**src/rtl/rom_read_arbiter.sv**
```systemverilog
// rom_read_arbiter
//   Shares one registered-output ROM read port among NUM_REQ requesters.
//   Grants are round-robin, one per cycle, and each grant returns its ROM
//   word to the owning requester exactly two cycles after the grant cycle.
//
// Ports
//   Clk          in   clock, all state updates on the rising edge
//   Reset        in   asynchronous active-high reset
//   req          in   [NUM_REQ]         per-requester read request
//   addr         in   [NUM_REQ*ADDR_W]  flattened request addresses
//   gnt          out  [NUM_REQ]         one-hot combinational grant
//   rom_addr     out  [ADDR_W]          address presented to the shared ROM
//   rom_data     in   [DATA_W]          ROM registered read data
//   rdata        out  [DATA_W]          registered read data
//   rdata_valid  out  [NUM_REQ]         one-hot owner of rdata, one cycle wide
module rom_read_arbiter #(
  parameter int NUM_REQ = 3,
  parameter int ADDR_W  = 8,
  parameter int DATA_W  = 24
) (
  input  logic                        Clk,
  input  logic                        Reset,
  input  logic [NUM_REQ-1:0]          req,
  input  logic [NUM_REQ*ADDR_W-1:0]   addr,
  output logic [NUM_REQ-1:0]          gnt,
  output logic [ADDR_W-1:0]           rom_addr,
  input  logic [DATA_W-1:0]           rom_data,
  output logic [DATA_W-1:0]           rdata,
  output logic [NUM_REQ-1:0]          rdata_valid
);

  localparam int PTR_W = (NUM_REQ > 1) ? $clog2(NUM_REQ) : 1;
  localparam logic [PTR_W:0]   NUM_REQ_X = (PTR_W+1)'(NUM_REQ);
  localparam logic [PTR_W-1:0] LAST_IDX  = PTR_W'(NUM_REQ - 1);

  // State
  logic [PTR_W-1:0]  rr_ptr_q,   rr_ptr_d;
  logic              tag1_vld_q, tag1_vld_d;
  logic [PTR_W-1:0]  tag1_idx_q, tag1_idx_d;
  logic              tag2_vld_q, tag2_vld_d;
  logic [PTR_W-1:0]  tag2_idx_q, tag2_idx_d;
  logic [DATA_W-1:0] rdata_q,    rdata_d;

  // Arbitration results
  logic [NUM_REQ-1:0] gnt_s;
  logic               gnt_vld_s;
  logic [PTR_W-1:0]   gnt_idx_s;
  logic [ADDR_W-1:0]  rom_addr_s;
  logic [PTR_W:0]     cand_s;

  // Round-robin search starting at rr_ptr_q; first active requester wins.
  // Grant is forced off while Reset is high so nothing can enter the pipe.
  always_comb begin
    gnt_s      = '0;
    gnt_vld_s  = 1'b0;
    gnt_idx_s  = '0;
    rom_addr_s = '0;
    cand_s     = '0;
    for (int k = 0; k < NUM_REQ; k++) begin
      cand_s = {1'b0, rr_ptr_q} + (PTR_W+1)'(k);
      if (cand_s >= NUM_REQ_X) begin
        cand_s = cand_s - NUM_REQ_X;
      end else begin
        cand_s = cand_s;
      end
      if (!gnt_vld_s && req[cand_s[PTR_W-1:0]]) begin
        gnt_vld_s = 1'b1;
        gnt_idx_s = cand_s[PTR_W-1:0];
      end else begin
        gnt_vld_s = gnt_vld_s;
      end
    end
    if (Reset) begin
      gnt_vld_s = 1'b0;
      gnt_idx_s = '0;
    end else begin
      gnt_vld_s = gnt_vld_s;
    end
    if (gnt_vld_s) begin
      gnt_s                 = '0;
      gnt_s[gnt_idx_s]      = 1'b1;
      rom_addr_s            = addr[int'(gnt_idx_s)*ADDR_W +: ADDR_W];
    end else begin
      gnt_s      = '0;
      rom_addr_s = '0;
    end
  end

  // Next-state: pointer advance past the winner, two-stage tag pipe, data capture.
  always_comb begin
    rr_ptr_d   = rr_ptr_q;
    tag1_vld_d = gnt_vld_s;
    tag1_idx_d = gnt_idx_s;
    // Stage 2 follows stage 1 every edge; rom_data is valid in the cycle
    // stage 1 holds a valid tag, so that is the edge that captures it.
    tag2_vld_d = tag1_vld_q;
    tag2_idx_d = tag1_idx_q;
    rdata_d    = rdata_q;
    if (gnt_vld_s) begin
      if (gnt_idx_s == LAST_IDX) begin
        rr_ptr_d = '0;
      end else begin
        rr_ptr_d = gnt_idx_s + PTR_W'(1);
      end
    end else begin
      rr_ptr_d = rr_ptr_q;
    end
    if (tag1_vld_q) begin
      rdata_d = rom_data;
    end else begin
      rdata_d = rdata_q;
    end
  end

  // State registers; reset drops any in-flight reads immediately.
  always_ff @(posedge Clk or posedge Reset) begin
    if (Reset) begin
      rr_ptr_q   <= '0;
      tag1_vld_q <= 1'b0;
      tag1_idx_q <= '0;
      tag2_vld_q <= 1'b0;
      tag2_idx_q <= '0;
      rdata_q    <= '0;
    end else begin
      rr_ptr_q   <= rr_ptr_d;
      tag1_vld_q <= tag1_vld_d;
      tag1_idx_q <= tag1_idx_d;
      tag2_vld_q <= tag2_vld_d;
      tag2_idx_q <= tag2_idx_d;
      rdata_q    <= rdata_d;
    end
  end

  // Owner decode of the registered stage-2 tag.
  always_comb begin
    rdata_valid = '0;
    if (tag2_vld_q) begin
      rdata_valid[tag2_idx_q] = 1'b1;
    end else begin
      rdata_valid = '0;
    end
  end

  assign gnt      = gnt_s;
  assign rom_addr = rom_addr_s;
  assign rdata    = rdata_q;

endmodule

```
**config.mk**
```make
export PLATFORM = sky130hd
export DESIGN_NAME = rom_read_arbiter
export DESIGN_NICKNAME = d
export VERILOG_FILES = /design/src/rtl/rom_read_arbiter.sv
export SDC_FILE = /design/constraint.sdc
export NUM_CORES = 1
export LEC_CHECK = 0
export BUFFER_PORTS_ARGS = -buffer_cell sky130_fd_sc_hd__buf_2
export CORE_MARGIN = 2
export CORE_UTILIZATION = 43
export DETAILED_ROUTE_END_ITERATION = 16
export PLACE_DENSITY = 0.76
export SYNTH_ARGS = -nofsm -noshare
export SYNTH_HDL_FRONTEND = slang
export SYNTH_SLANG_ARGS = --single-unit
export TNS_END_PERCENT = 1
```
**constraint.sdc**
```tcl
create_clock -name Clk -period 2.1 [get_ports Clk]
set_input_delay 0.21 -clock Clk [delete_from_list [all_inputs] [get_ports Clk]]
set_output_delay 0.21 -clock Clk [all_outputs]
set_load 0.05 [all_outputs]
```
==> run metrics <==
outcome finished, violations left; failing checks negative setup slack; Hold Path Stages 2; top post-synthesis cells by area dfrtp_1 (50%), mux2_2 (17%), o2111ai_1 (4.4%); clk slew on worst S/H paths ~0.06 ns; Max Fanout on Critical Path 8; vias in the first global route between 1,000 and 1,500; Worst-Margin Slew approximately 0.43 ns; CTS Buf Count 5; I/O Pins just over 90; Vias/cell about 5.2; Setup TNS Final -3.31 ns; buffers added on ports 90; fmax approximately 400 MHz; Yosys warning count 0; Worst setup EP type output port; Worst-Skew Late Latency about 0.28 ns; Tmin final ~2.5 ns; GRT overflow 0; Setup Skew approximately 0.0032 ns; CP Cell Sequence buf_4, ha_4, maj3_2, a2111o_1, buf_12, o221ai_4, buf_6; worst hold slack between 0.15 and 0.2 ns; final WL 4200 µm; total die area roughly 0.0042 mm²; Max Cap Viol 0; Post-Syn Instances between 100 and 150; slew margin rel. 71.6%; worst hold path class in2reg; Starting DRT DRC Count between 70 and 80; Chip Height roughly 65 µm; slowest CP cell a2111o_1; Worst path depth 7; DR DRC count 0; Synth top area share between 50% and 60%; # H-tree levels 2; dominant cell type by area after synthesis dfrtp_1; Die W between 60 and 70 µm; synthesis-to-layout area growth 69.3%; cell leakage power between 0.001 and 0.0015 µW; Final Setup Violations 11; Final Non-Filler Cells approximately 290; Synth Net Count between 150 and 200; pwr dens roughly 1700 mW/mm²; WP buf/inv 3; CP max stage delay 0.42 ns; clock root buffer master clkbuf_8; total number of vias around 1,500; largest net degree at the start of global routing 33; DP Worst Slack -0.159 ns; Avg Synthesized Cell Area 11.9 µm²; CTS sink count 32; Initial Util 44.2%; n_diodes 0; Total Nets Final 294; worst reg2reg path depth 7; DP HPWL 3070 µm; synth unique cells 35; clk buf depth 2; GPL Wtd Cong about 0.75; TritonCTS clock tree yes; Pwr Total between 4000 and 5000 µW; cell family with most CP delay compound AO/OA/AOI/OAI gates; smallest setup slack after layout -0.362 ns; register area share after synthesis between 50% and 60%; Pins Over Slew Limit 0; Setup crit start kind flop; post-synthesis cell area 0.00160 mm²; first-pass GRT wire length 6260 µm; post-route ant nets 0; VDD IR max roughly 1.1 mV; WS Path Type reg2out; Inst Count DP around 280; Hold Fails Final Rpt 0; CP required between 1.5 and 2 ns; # rows 22; CTS Hold Bufs 0; RSZ-0062 raised after global routing yes; global-route usage over all layers about a fifth; initial antenna violation count 0; core outline area around 0.0036 mm²; period utilization 117%; DR pass1 iterations 4; Yosys reg bits 32; share of cells above drive strength 1 70.4%; wire per inst between 10 and 15 µm; number of fill cells roughly 240; crit path DAT around 2.3 ns
-- worst paths after layout --
check	to	slack (ns)	from
setup / recovery	rom_addr[1]	-0.36	rr_ptr_q[0]$_DFFE_PP0P_
hold / removal	rdata[3]$_DFFE_PP0P_	0.16	rom_data[3]
setup reg to reg	rr_ptr_q[0]$_DFFE_PP0P_	0.20	rr_ptr_q[0]$_DFFE_PP0P_
hold reg to reg	tag2_idx_q[1]$_DFF_PP0_	0.35	tag1_idx_q[1]$_DFF_PP0_
max in group asynchronous	rdata[4]$_DFFE_PP0P_	1.61	Reset
min in group asynchronous	tag1_idx_q[1]$_DFF_PP0_	0.21	Reset
-- registers in the layout, indices dropped and copies added (netlist names) --
register / count
tag1_vld_q: 1
tag1_idx_q: 2
tag2_idx_q: 2
rr_ptr_q: 2
tag2_vld_q: 1
rdata: 24
-- per-stage QoR --
stage	instance area [µm²]	util [%]
after CTS	2520	70.0
after detailed placement	2360	65.4
after global routing	2700	74.9
after floorplan	1770	-
after global placement	2360	65.4
final	2700	74.9
-- Yosys cell counts --
cell and n:
clkinv_4 1, and2b_1 1, buf_2 3, clkbuf_1 6, maj3_2 1, mux2_2 24, nand2_1 1, o221ai_1 6
ha_1 2, a21boi_0 1, inv_1 12, o2111ai_1 8, o221ai_2 1, o211ai_1 9, a31oi_1 1, buf_1 1
nor3b_1 1, nand3_1 1, mux2i_1 1, o21ai_0 2, a21oi_1 3, buf_6 1, and3_2 1, or3b_1 1
or3b_2 1, o21ai_1 1, or3_1 1, a2111o_1 1, o31ai_1 1, dfrtp_1 32, clkinv_1 1, and3b_1 2
o211a_1 1, nor2_1 3, nor4_1 1
-- layer usage --
metal / track usage (%) / vias up / wire length [µm]
met1: 21.5 / 710 / 1550
met2: 35.1 / 77 / 2240
met3: 7.12 / 7 / 361
met5: 0 / - / 0
li1: - / 709 / -
met4: 6.38 / 0 / 46
-- area by class of cell --
cell class              count  area (µm²)  share of cell area, %
clock buffers               6        82.6                   3.06
well taps                  48        60.1                   2.22
flip-flops and latches     32         801                   29.7
repair buffers            109         703                   26.0
multi-input cells          77         986                   36.5
clock inverters             2        10.0                  0.371
inverters                  14        57.6                   2.13
-- kinds of logic (layout without fill, tap and decap cells) --
group	after synthesis	after routing	synth area share (%)
AOI/OAI and AO/OA	35	35	17.4
adders and majority gates	3	3	2.27
buffers and inverters	25	131	6.90
DFF	32	32	50.2
muxes	25	25	17.6
and+or+nand+nor	14	14	5.65
-- power by group --
part	internal [µW]	total, µW	leakage, µW	switching [µW]
combinational	1160	3200	0.000821	2040
sequential	895	1050	0.000382	152
clock	261	469	0.0000510	208
total	2310	4710	0.00125	2400
-- timing repair --
item | in CTS | in global routing
gates cloned | 0 | 2
buffers inserted | 0 | 2
pin swaps | 9 | 15
endpoints found under the setup margin | 10 | 11
gates resized for setup | 22 | 26
-- worst register-to-register path, cell delays in order, from the launching register on --
cell	delay [ns]
dfrtp_1	0.39
buf_4	0.15
ha_4	0.18
maj3_2	0.29
a2111o_1	0.42
buf_4	0.18
clkinv_4	0.05
mux2i_1	0.16
-- cells in the final DEF (no fill, tap or decap), types with 2 or more instances in the layout --
master and instances:
inv_2 2, nor2_1 2, o2111ai_4 6, buf_2 79
buf_4 15, clkbuf_8 6, buf_6 12, o211ai_1 9
a21oi_1 2, inv_1 10, dfrtp_1 32, ha_4 2
o221ai_4 7, and3b_1 2, buf_12 3, o21ai_0 2
clkinv_2 2, mux2_2 24
(Power assumes the default switching activity.)
